File: src/rtl/sound_event_scheduler.sv
// sound_event_scheduler
// Latches single-cycle game sound requests, arbitrates them by priority
// (goal > wall > hit) and issues one registered trigger pulse per sound.
// After each pulse it holds off further sounds for the tone duration and
// then a silence gap. A goal request preempts a playing hit or wall tone.
module sound_event_scheduler #(
    parameter int HIT_CYCLES  = 5_000_000,
    parameter int WALL_CYCLES = 5_000_000,
    parameter int GOAL_CYCLES = 25_000_000,
    parameter int GAP_CYCLES  = 1_000_000,
    parameter int CNT_W       = 25
) (
    input  logic       clk,
    input  logic       rst,
    input  logic       hit_req,
    input  logic       wall_req,
    input  logic       goal_req,
    input  logic       mute,
    output logic       hit,
    output logic       wall,
    output logic       goal,
    output logic       busy,
    output logic [1:0] active,
    output logic [7:0] merged_cnt
);

    typedef enum logic [1:0] {
        IDLE = 2'd0,
        HOLD = 2'd1,
        GAP  = 2'd2
    } state_t;

    // Pending bit positions, also used to index the request vector.
    localparam int P_HIT  = 0;
    localparam int P_WALL = 1;
    localparam int P_GOAL = 2;

    localparam logic [1:0] ACT_NONE = 2'd0;
    localparam logic [1:0] ACT_HIT  = 2'd1;
    localparam logic [1:0] ACT_WALL = 2'd2;
    localparam logic [1:0] ACT_GOAL = 2'd3;

    localparam logic [CNT_W-1:0] HIT_LOAD  = CNT_W'(HIT_CYCLES - 1);
    localparam logic [CNT_W-1:0] WALL_LOAD = CNT_W'(WALL_CYCLES - 1);
    localparam logic [CNT_W-1:0] GOAL_LOAD = CNT_W'(GOAL_CYCLES - 1);
    localparam logic [CNT_W-1:0] GAP_LOAD  =
        (GAP_CYCLES > 0) ? CNT_W'(GAP_CYCLES - 1) : '0;
    localparam bit HAS_GAP = (GAP_CYCLES > 0);

    state_t           state, state_n;
    logic [2:0]       pend, pend_n;
    logic [CNT_W-1:0] cnt, cnt_n;
    logic [1:0]       active_n;
    logic             hit_n, wall_n, goal_n;
    logic [7:0]       merged_n;

    logic [2:0]       req;
    logic [2:0]       consume;
    logic             launch;
    logic [1:0]       merge_inc;
    logic [8:0]       merge_sum;

    assign req  = {goal_req, wall_req, hit_req};
    assign busy = (state != IDLE);

    // State, pending bits, counter and registered outputs.
    always_ff @(posedge clk) begin
        // NOTE: sequential state uses non-blocking assignments only, so every
        // register samples the pre-edge values computed by the combinational block.
        if (rst) begin
            state      <= IDLE;
            pend       <= '0;
            cnt        <= '0;
            active     <= ACT_NONE;
            hit        <= 1'b0;
            wall       <= 1'b0;
            goal       <= 1'b0;
            merged_cnt <= '0;
        end else begin
            state      <= state_n;
            pend       <= pend_n;
            cnt        <= cnt_n;
            active     <= active_n;
            hit        <= hit_n;
            wall       <= wall_n;
            goal       <= goal_n;
            merged_cnt <= merged_n;
        end
    end

    // Next-state logic: arbitration, preemption, hold/gap timing, pending and merge tracking.
    always_comb begin
        // NOTE: every signal driven here gets a default first; a path that
        // leaves one unassigned would infer a latch.
        state_n   = state;
        pend_n    = pend;
        cnt_n     = cnt;
        active_n  = active;
        hit_n     = 1'b0;
        wall_n    = 1'b0;
        goal_n    = 1'b0;
        merged_n  = merged_cnt;
        consume   = '0;
        launch    = 1'b0;
        merge_inc = '0;
        merge_sum = '0;

        case (state)
            IDLE: begin
                launch = |pend;
            end
            HOLD: begin
                if (pend[P_GOAL] && (active != ACT_GOAL)) begin
                    // Interrupted hit/wall tone is dropped, not requeued.
                    consume[P_GOAL] = 1'b1;
                    goal_n          = 1'b1;
                    cnt_n           = GOAL_LOAD;
                    active_n        = ACT_GOAL;
                end else if (cnt == '0) begin
                    active_n = ACT_NONE;
                    if (HAS_GAP) begin
                        state_n = GAP;
                        cnt_n   = GAP_LOAD;
                    end else begin
                        // Without a gap, pass through IDLE so a 1-cycle tone
                        // can never produce back-to-back pulses on one output.
                        state_n = IDLE;
                    end
                end else begin
                    cnt_n = cnt - 1'b1;
                end
            end
            GAP: begin
                if (cnt == '0) begin
                    // The gap already separates pulses, so a pending sound
                    // launches on the same edge the gap expires.
                    state_n = IDLE;
                    launch  = |pend;
                end else begin
                    cnt_n = cnt - 1'b1;
                end
            end
            default: begin
                state_n  = IDLE;
                active_n = ACT_NONE;
            end
        endcase

        if (launch) begin
            state_n = HOLD;
            if (pend[P_GOAL]) begin
                consume[P_GOAL] = 1'b1;
                goal_n          = 1'b1;
                cnt_n           = GOAL_LOAD;
                active_n        = ACT_GOAL;
            end else if (pend[P_WALL]) begin
                consume[P_WALL] = 1'b1;
                wall_n          = 1'b1;
                cnt_n           = WALL_LOAD;
                active_n        = ACT_WALL;
            end else begin
                consume[P_HIT] = 1'b1;
                hit_n          = 1'b1;
                cnt_n          = HIT_LOAD;
                active_n       = ACT_HIT;
            end
        end

        // A request on a bit that stays pending is a merge; a request on the
        // edge that consumes its bit simply re-queues the event.
        for (int i = 0; i < 3; i++) begin
            if (req[i] && pend[i] && !consume[i]) begin
                merge_inc = merge_inc + 2'd1;
            end
            pend_n[i] = (pend[i] & ~consume[i]) | req[i];
        end
        merge_sum = {1'b0, merged_cnt} + 9'(merge_inc);
        merged_n  = merge_sum[8] ? 8'hFF : merge_sum[7:0];

        if (mute) begin
            state_n  = IDLE;
            pend_n   = '0;
            cnt_n    = '0;
            active_n = ACT_NONE;
            hit_n    = 1'b0;
            wall_n   = 1'b0;
            goal_n   = 1'b0;
            merged_n = merged_cnt;
        end
    end

endmodule

File: config.mk
export PLATFORM = sky130hd
export DESIGN_NAME = sound_event_scheduler
export DESIGN_NICKNAME = d
export VERILOG_FILES = /design/src/rtl/sound_event_scheduler.sv
export SDC_FILE = /design/constraint.sdc
export NUM_CORES = 1
export LEC_CHECK = 0
export ABC_AREA = 1
export BUFFER_PORTS_ARGS = -buffer_cell sky130_fd_sc_hd__buf_2
export CORE_MARGIN = 2
export CORE_UTILIZATION = 50
export DETAILED_ROUTE_END_ITERATION = 7
export PLACE_DENSITY = 0.68
export SLEW_MARGIN = 20
export SYNTH_ARGS = -nofsm -noshare
export SYNTH_HDL_FRONTEND = slang
export SYNTH_SLANG_ARGS = --single-unit
File: constraint.sdc
create_clock -name clk -period 3.7 [get_ports clk]
set_input_delay 0.185 -clock clk [delete_from_list [all_inputs] [get_ports clk]]
set_output_delay 0.185 -clock clk [all_outputs]
set_load 0.05 [all_outputs]
==> reports/qor.yml, run 1 <==
hold_slack_ns: 0.130
tightest_slew_ns: 0.920
seq_area_frac_synth: 0.305
numCtsBuffers: 5
cts_tree: "yes"
overflow: 0
fp.dieW_um: 79.1
crit_required_ns: 3.88
fin_nets: 480
wl_mm: 6.90
arrival_ns: 3.51
avgRoutedWirePerCell_um: 12.8
fin_setup_tns_ns: 0
hold_violations: 0
place_ws_ns: 0.303
final_common_cell: "nand2_1"
cap_viol_max_count: 0
start_kind: "flip-flop"
post-route-period-util: 0.898
status: "finished, final reports clean"
drt-vias-per-instance: 5.26
yosysWarnings: 0
yosys.area.top_type: "dfxtp_1"
synth_top_area_frac: 0.305
crit_fanout: 10
dpl.hpwl_mm: 5.15
ys_types: 36
cts_root_buf: "clkbuf_8"
dieHeight_um: 79.1
die_area_um2: 6260
coreArea_um2: 5470
drc_errors: 0
clock_latency_ns: 0.30
antenna_cells: 0
power.leakage_nw: 1.44
rows: 27
first_pass_iters: 5
synth_seq_cells: 43
gp_congestion: 0.835
grt_usage: 0.240
syn-num-nets: 461
clkTransAtPathRegs_ns: 0.09
cts_max_level: 2
layout_common_cells: "nand2_1, nor2_1, inv_1"
nFillCells: 597
min_from: "goal_req"
cts-resized-gates: 0
grt_pass1_wl_mm: 12.1
post-cts-setup-buffers: 0
vias: 2846
fmax_mhz: 301
start_util: 0.516
finClkSkew_ns: 0.00904
drive_gt1_frac: 0.126
reg2reg_from: "cnt[0]"
peakVddDrop_mv: 0.204
grt_max_degree: 25
setup_viol_count_final: 0
cp-end-kind: "flip-flop"
maxSlewHeadroom: 0.384
ioPinCount: 20
hold_class: "in2reg"
powerDensity_nw_per_um2: 449
synth_area_um2: 2820
cts.sinks: 43
antenna_found_initial: 0
syn_inst: 449
syn_to_final_growth_pct: 7.80
syn_avg_cell_area_um2: 6.29
clockBufferDepth: 2
io_buffers: 19
setup_ws_ns: 0.376
ant_nets: 0
slew_viol_final: 0
grt_pass1_vias: 2707
cts-hold-fix-buffers: 0
cp-startpoint: "cnt[0]"
rsz0062_at_grt: "false"
drtIter0Drc: 192
path_class: "reg2reg"
min_period_ns: 3.32
synth.top_cells.by_area: "dfxtp_1, nand2_1, nor2_1"
-- sequential cells by signal, summed over array words and instances, names as in the netlist --
| register | count |
|---|---|
| state | 2 |
| wall | 1 |
| pend | 3 |
| merged_cnt | 8 |
| hit | 1 |
| cnt | 25 |
| goal | 1 |
| active | 2 |
-- power by group --
part	internal [mW]	switching, mW
Combinational	0.179	0.375
Sequential	0.487	0.0273
Clock	0.132	0.165
Total	0.799	0.568
-- layer usage --
| metal | up-vias | track usage | wire length [um] |
|---|---|---|---|
| met1 | 1279 | 0.314 | 3230 |
| met3 | 21 | 0.0420 | 321 |
| met2 | 73 | 0.392 | 3150 |
| met4 | 0 | 0.0983 | 197 |
| li1 | 1473 | - | - |
| met5 | - | 0 | 0 |
-- worst max-delay path, cell delays in order, from the launching register on --
cell and delay, ns:
dfxtp_1 0.32, inv_1 0.09, ha_2 0.23, nand2_2 0.12
nor2_8 0.21, nand2_2 0.09, nor2_4 0.18, nand3_2 0.12
nand2_4 0.13, nand2_1 0.06, nand2_1 0.08, nor2_1 0.06
ha_1 0.29, xnor2_1 0.13, ha_1 0.20, fa_1 0.39
nand3_1 0.09, nor2_1 0.05, nand2_1 0.09, nor2_1 0.06
inv_1 0.12, a31oi_1 0.09
-- area by class of cell --
class	instances	area (um2)	share of cell area
multi-input combinational	339	1680	0.553
sequential	43	861	0.283
inverter	59	221	0.0728
timing repair buffer	20	103	0.0337
tap	72	90.1	0.0296
clock buffer	6	72.6	0.0238
clock inverter	2	12.5	0.00411
-- kinds of logic after synthesis --
logic type      after synthesis  share of synthesized area
flops                        43                      0.305
simple gates                262                      0.422
buf+inv                      67                      0.102
fa+ha+maj                     6                     0.0293
compound gates               64                      0.121
xor+xnor                      7                     0.0217
-- worst paths after layout --
| check | endpoint | slack (ns) | cells past startpoint |
|---|---|---|---|
| worst min-delay path | pend[2] | 0.13 | 3 |
| worst min register to register | merged_cnt[6] | 0.48 | 2 |
| worst max-delay path | merged_cnt[0] | 0.38 | 21 |
| worst max register to register | merged_cnt[0] | 0.38 | 21 |
-- Yosys cell counts (all sizes together) --
library cell / count
nand2: 124
nor2: 79
inv: 59
dfxtp: 43
nand3: 38
a21oi: 36
o21ai: 22
nand4: 9
buf: 6
xor2: 6
ha: 5
nand3b: 4
nor3: 4
a31oi: 2
clkbuf: 2
o211ai: 2
o31ai: 2
or2: 2
and2: 1
fa: 1
nor4: 1
xnor2: 1
-- per-stage QoR --
step	utilization	total power, mW	cells	instance area, um2
2_1_floorplan	-	0.967	449	2820
3_3_place_gp	0.539	1.06	533	2950
3_5_place_dp	0.539	1.07	533	2950
4_1_cts	0.555	1.37	541	3040
5_1_grt	0.556	1.48	541	3040
6_report	0.556	1.37	541	3040
Power figures use the tool's default switching activity.
==> run 2: changes to the inputs <==
- CORE_UTILIZATION: 50 -> 40
- GPL_ROUTABILITY_DRIVEN: unset -> 0
- PLACE_DENSITY: 0.68 -> unset
==> reports/qor.yml, run 2 (synthesis results as in run 1) <==
status: "finished, final reports clean"
crit_fanout: 10  # unchanged
rows: 30  # +11%
r2r_end: "merged_cnt[0]"
die_area_um2: 7740  # +24%
antenna_cells: 0  # unchanged
start_util: 0.415  # -0.100
drt-vias-per-instance: 5.06  # -3.8%
min_period_ns: 3.34  # +0.0179 ns
fmax_mhz: 299  # -0.53%
clock_latency_ns: 0.30  # about the same
post-cts-setup-buffers: 0  # unchanged
hold_class: "in2reg"
whs_endpoint: "merged_cnt[2]"
slew_viol_final: 0  # unchanged
seqPwrFrac: 0.340  # -0.037
grt_max_degree: 25  # unchanged
largest_register_ffs: 25  # unchanged
dpl.hpwl_mm: 5.54  # +7.6%
setup_ws_ns: 0.358  # -0.0179 ns
first_pass_iters: 4  # -1
sw_frac_of_total: 0.379  # -0.0364
whs_path_depth: 2  # -1
arrival_ns: 3.53  # +0.02 ns
drive_gt1_frac: 0.131  # +0.00556
coreArea_um2: 6790  # +24%
crit_required_ns: 3.88  # about the same
grt_pass1_vias: 2638  # -2.5%
cts-resized-gates: 0  # unchanged
place_ws_ns: 0.292  # -0.0108 ns
tightest_slew_ns: 0.816  # -0.104 ns
switching_power_mw: 0.573  # +1.0%
post-route-period-util: 0.903  # +0.00483
hold_violations: 0  # unchanged
setup_viol_count_final: 0  # unchanged
cts_tree: "yes"
nFillCells: 713  # +19%
cts.sinks: 43  # unchanged
clkTransAtPathRegs_ns: 0.08  # about the same
path_class: "reg2reg"
io_buffers: 19  # unchanged
cpMaxStageDelayCell: "fa_1"
pwr-share-comb: 0.373  # -0.033
utilization: 0.463  # -0.0934
grt_pass1_wl_mm: 12.5  # +2.9%
vias: 2875  # +1.0%
ant_nets: 0  # unchanged
reg2reg_from: "cnt[0]"
drtIter0Drc: 189  # -1.6%
powerDensity_nw_per_um2: 481  # +7.2%
numCtsBuffers: 5  # unchanged
fp.dieW_um: 88.0  # +11%
peakVddDrop_mv: 0.201  # -1.7%
final_common_cell: "nand2_1"
p_clk_frac: 0.287  # +0.069
avgRoutedWirePerCell_um: 13.1  # +2.4%
antenna_found_initial: 0  # unchanged
cp-end-kind: "flip-flop"
syn_to_final_growth_pct: 11.3
wl_mm: 7.42  # +7.6%
cts_max_level: 2  # unchanged
internal_power_mw: 0.939  # +18%
fin_nets: 483  # +0.63%
grt_usage: 0.208  # -0.0324
overflow: 0  # unchanged
cts-hold-fix-buffers: 0  # unchanged
finClkSkew_ns: 0.00436  # -0.00467 ns
maxSlewHeadroom: 0.455  # +0.0711
ff2ff_path_depth: 21  # unchanged
clockBufferDepth: 2  # unchanged
drc_errors: 0  # unchanged
cts_root_buf: "clkbuf_8"
min_from: "rst"
crit_chain: "inv_1, ha_2, nand2_2, nor2_8, nand2_2, nor2_4, nand3_2, nand2_4, nand2_1, nand2_1, nor2_1, ha_1, xnor2_1, ha_1, fa_1, nand3_1, nor2_1, nand2_1, nor2_1, inv_1, a31oi_1"
ioPinCount: 20  # unchanged
dieHeight_um: 88.0  # +11%
power.leakage_nw: 1.48  # +2.7%
finalPower_mw: 1.51  # +11%
top_regs: "cnt x25, merged_cnt x8, pend x3"
slowest_delay_ns: 0.39  # about the same
fin_setup_tns_ns: 0  # unchanged
r2r_setup_slack_ns: 0.36  # -0.02 ns
cap_viol_max_count: 0  # unchanged
rsz0062_at_grt: "false"
layout_common_cells: "nand2_1, nor2_1, inv_1"
regMostFlops: "cnt"
start_kind: "flip-flop"
==> run 2: changes by cell type in the layout (fill, tap and decap cells not counted), sizes merged <==
cell and change:
clkinvlp -1, bufinv +2, buf +3, clkinv -1
==> run 2: power groups by stage <==
stage | Clock, mW | Combinational [mW] | Sequential, mW
floorplan | 0 | 0.441 | 0.526
global placement | 0 | 0.550 | 0.524
detailed placement | 0 | 0.555 | 0.525
CTS | 0.448 | 0.558 | 0.514
global route | 0.465 | 0.639 | 0.519
finish | 0.435 | 0.564 | 0.514
==> run 2: cell type report <==
class	instances	area, um2	share of cell area
flip-flops and latches	43	861	0.274
repair buffers	23	125	0.0398
well taps	96	120	0.0382
inverters	59	221	0.0705
clock buffers	6	72.6	0.0231
clock inverters	2	60.1	0.0191
multi-input cells	339	1680	0.535
==> run 2: how the worst max path moves through the flow <==
stage | endpoint | slack, ns | start | depth (start not counted)
after floorplan | merged_cnt[5] | 0.55 | cnt[0] | 21
after global placement | merged_cnt[0] | 0.41 | cnt[0] | 21
after detailed placement | merged_cnt[1] | 0.29 | cnt[0] | 21
after CTS | merged_cnt[0] | 0.26 | cnt[0] | 21
after global routing | merged_cnt[0] | 0.02 | cnt[0] | 21
final | merged_cnt[0] | 0.36 | cnt[0] | 21
==> run 2: critical path: cells and delay by family, from the launching register on <==
kind	cells	cell delay (ns)
and+or+nand+nor	13	1.33
AOI/OAI and AO/OA	1	0.09
DFF	1	0.32
xor gates and xnor gates	1	0.13
buffers and inverters	2	0.23
adders and majority gates	4	1.13
==> run 2: layer usage <==
| metal | routed length (um) | part of all wire | global-route usage |
|---|---|---|---|
| met5 | 0 | 0 | 0 |
| met4 | 142 | 0.019 | 0.0671 |
| met3 | 450 | 0.061 | 0.0396 |
| met2 | 3470 | 0.47 | 0.348 |
| met1 | 3360 | 0.45 | 0.269 |
==> run 2: per-stage QoR <==
| step | cells | area [um2] | hold WS (ns) |
|---|---|---|---|
| after CTS | 568 | 3140 | 0.120 |
| final | 568 | 3140 | 0.134 |
| after detailed placement | 560 | 3000 | 0.450 |
| after floorplan | 449 | 2820 | 0.254 |
| after global routing | 568 | 3140 | 0.125 |
| after global placement | 560 | 3000 | 0.440 |
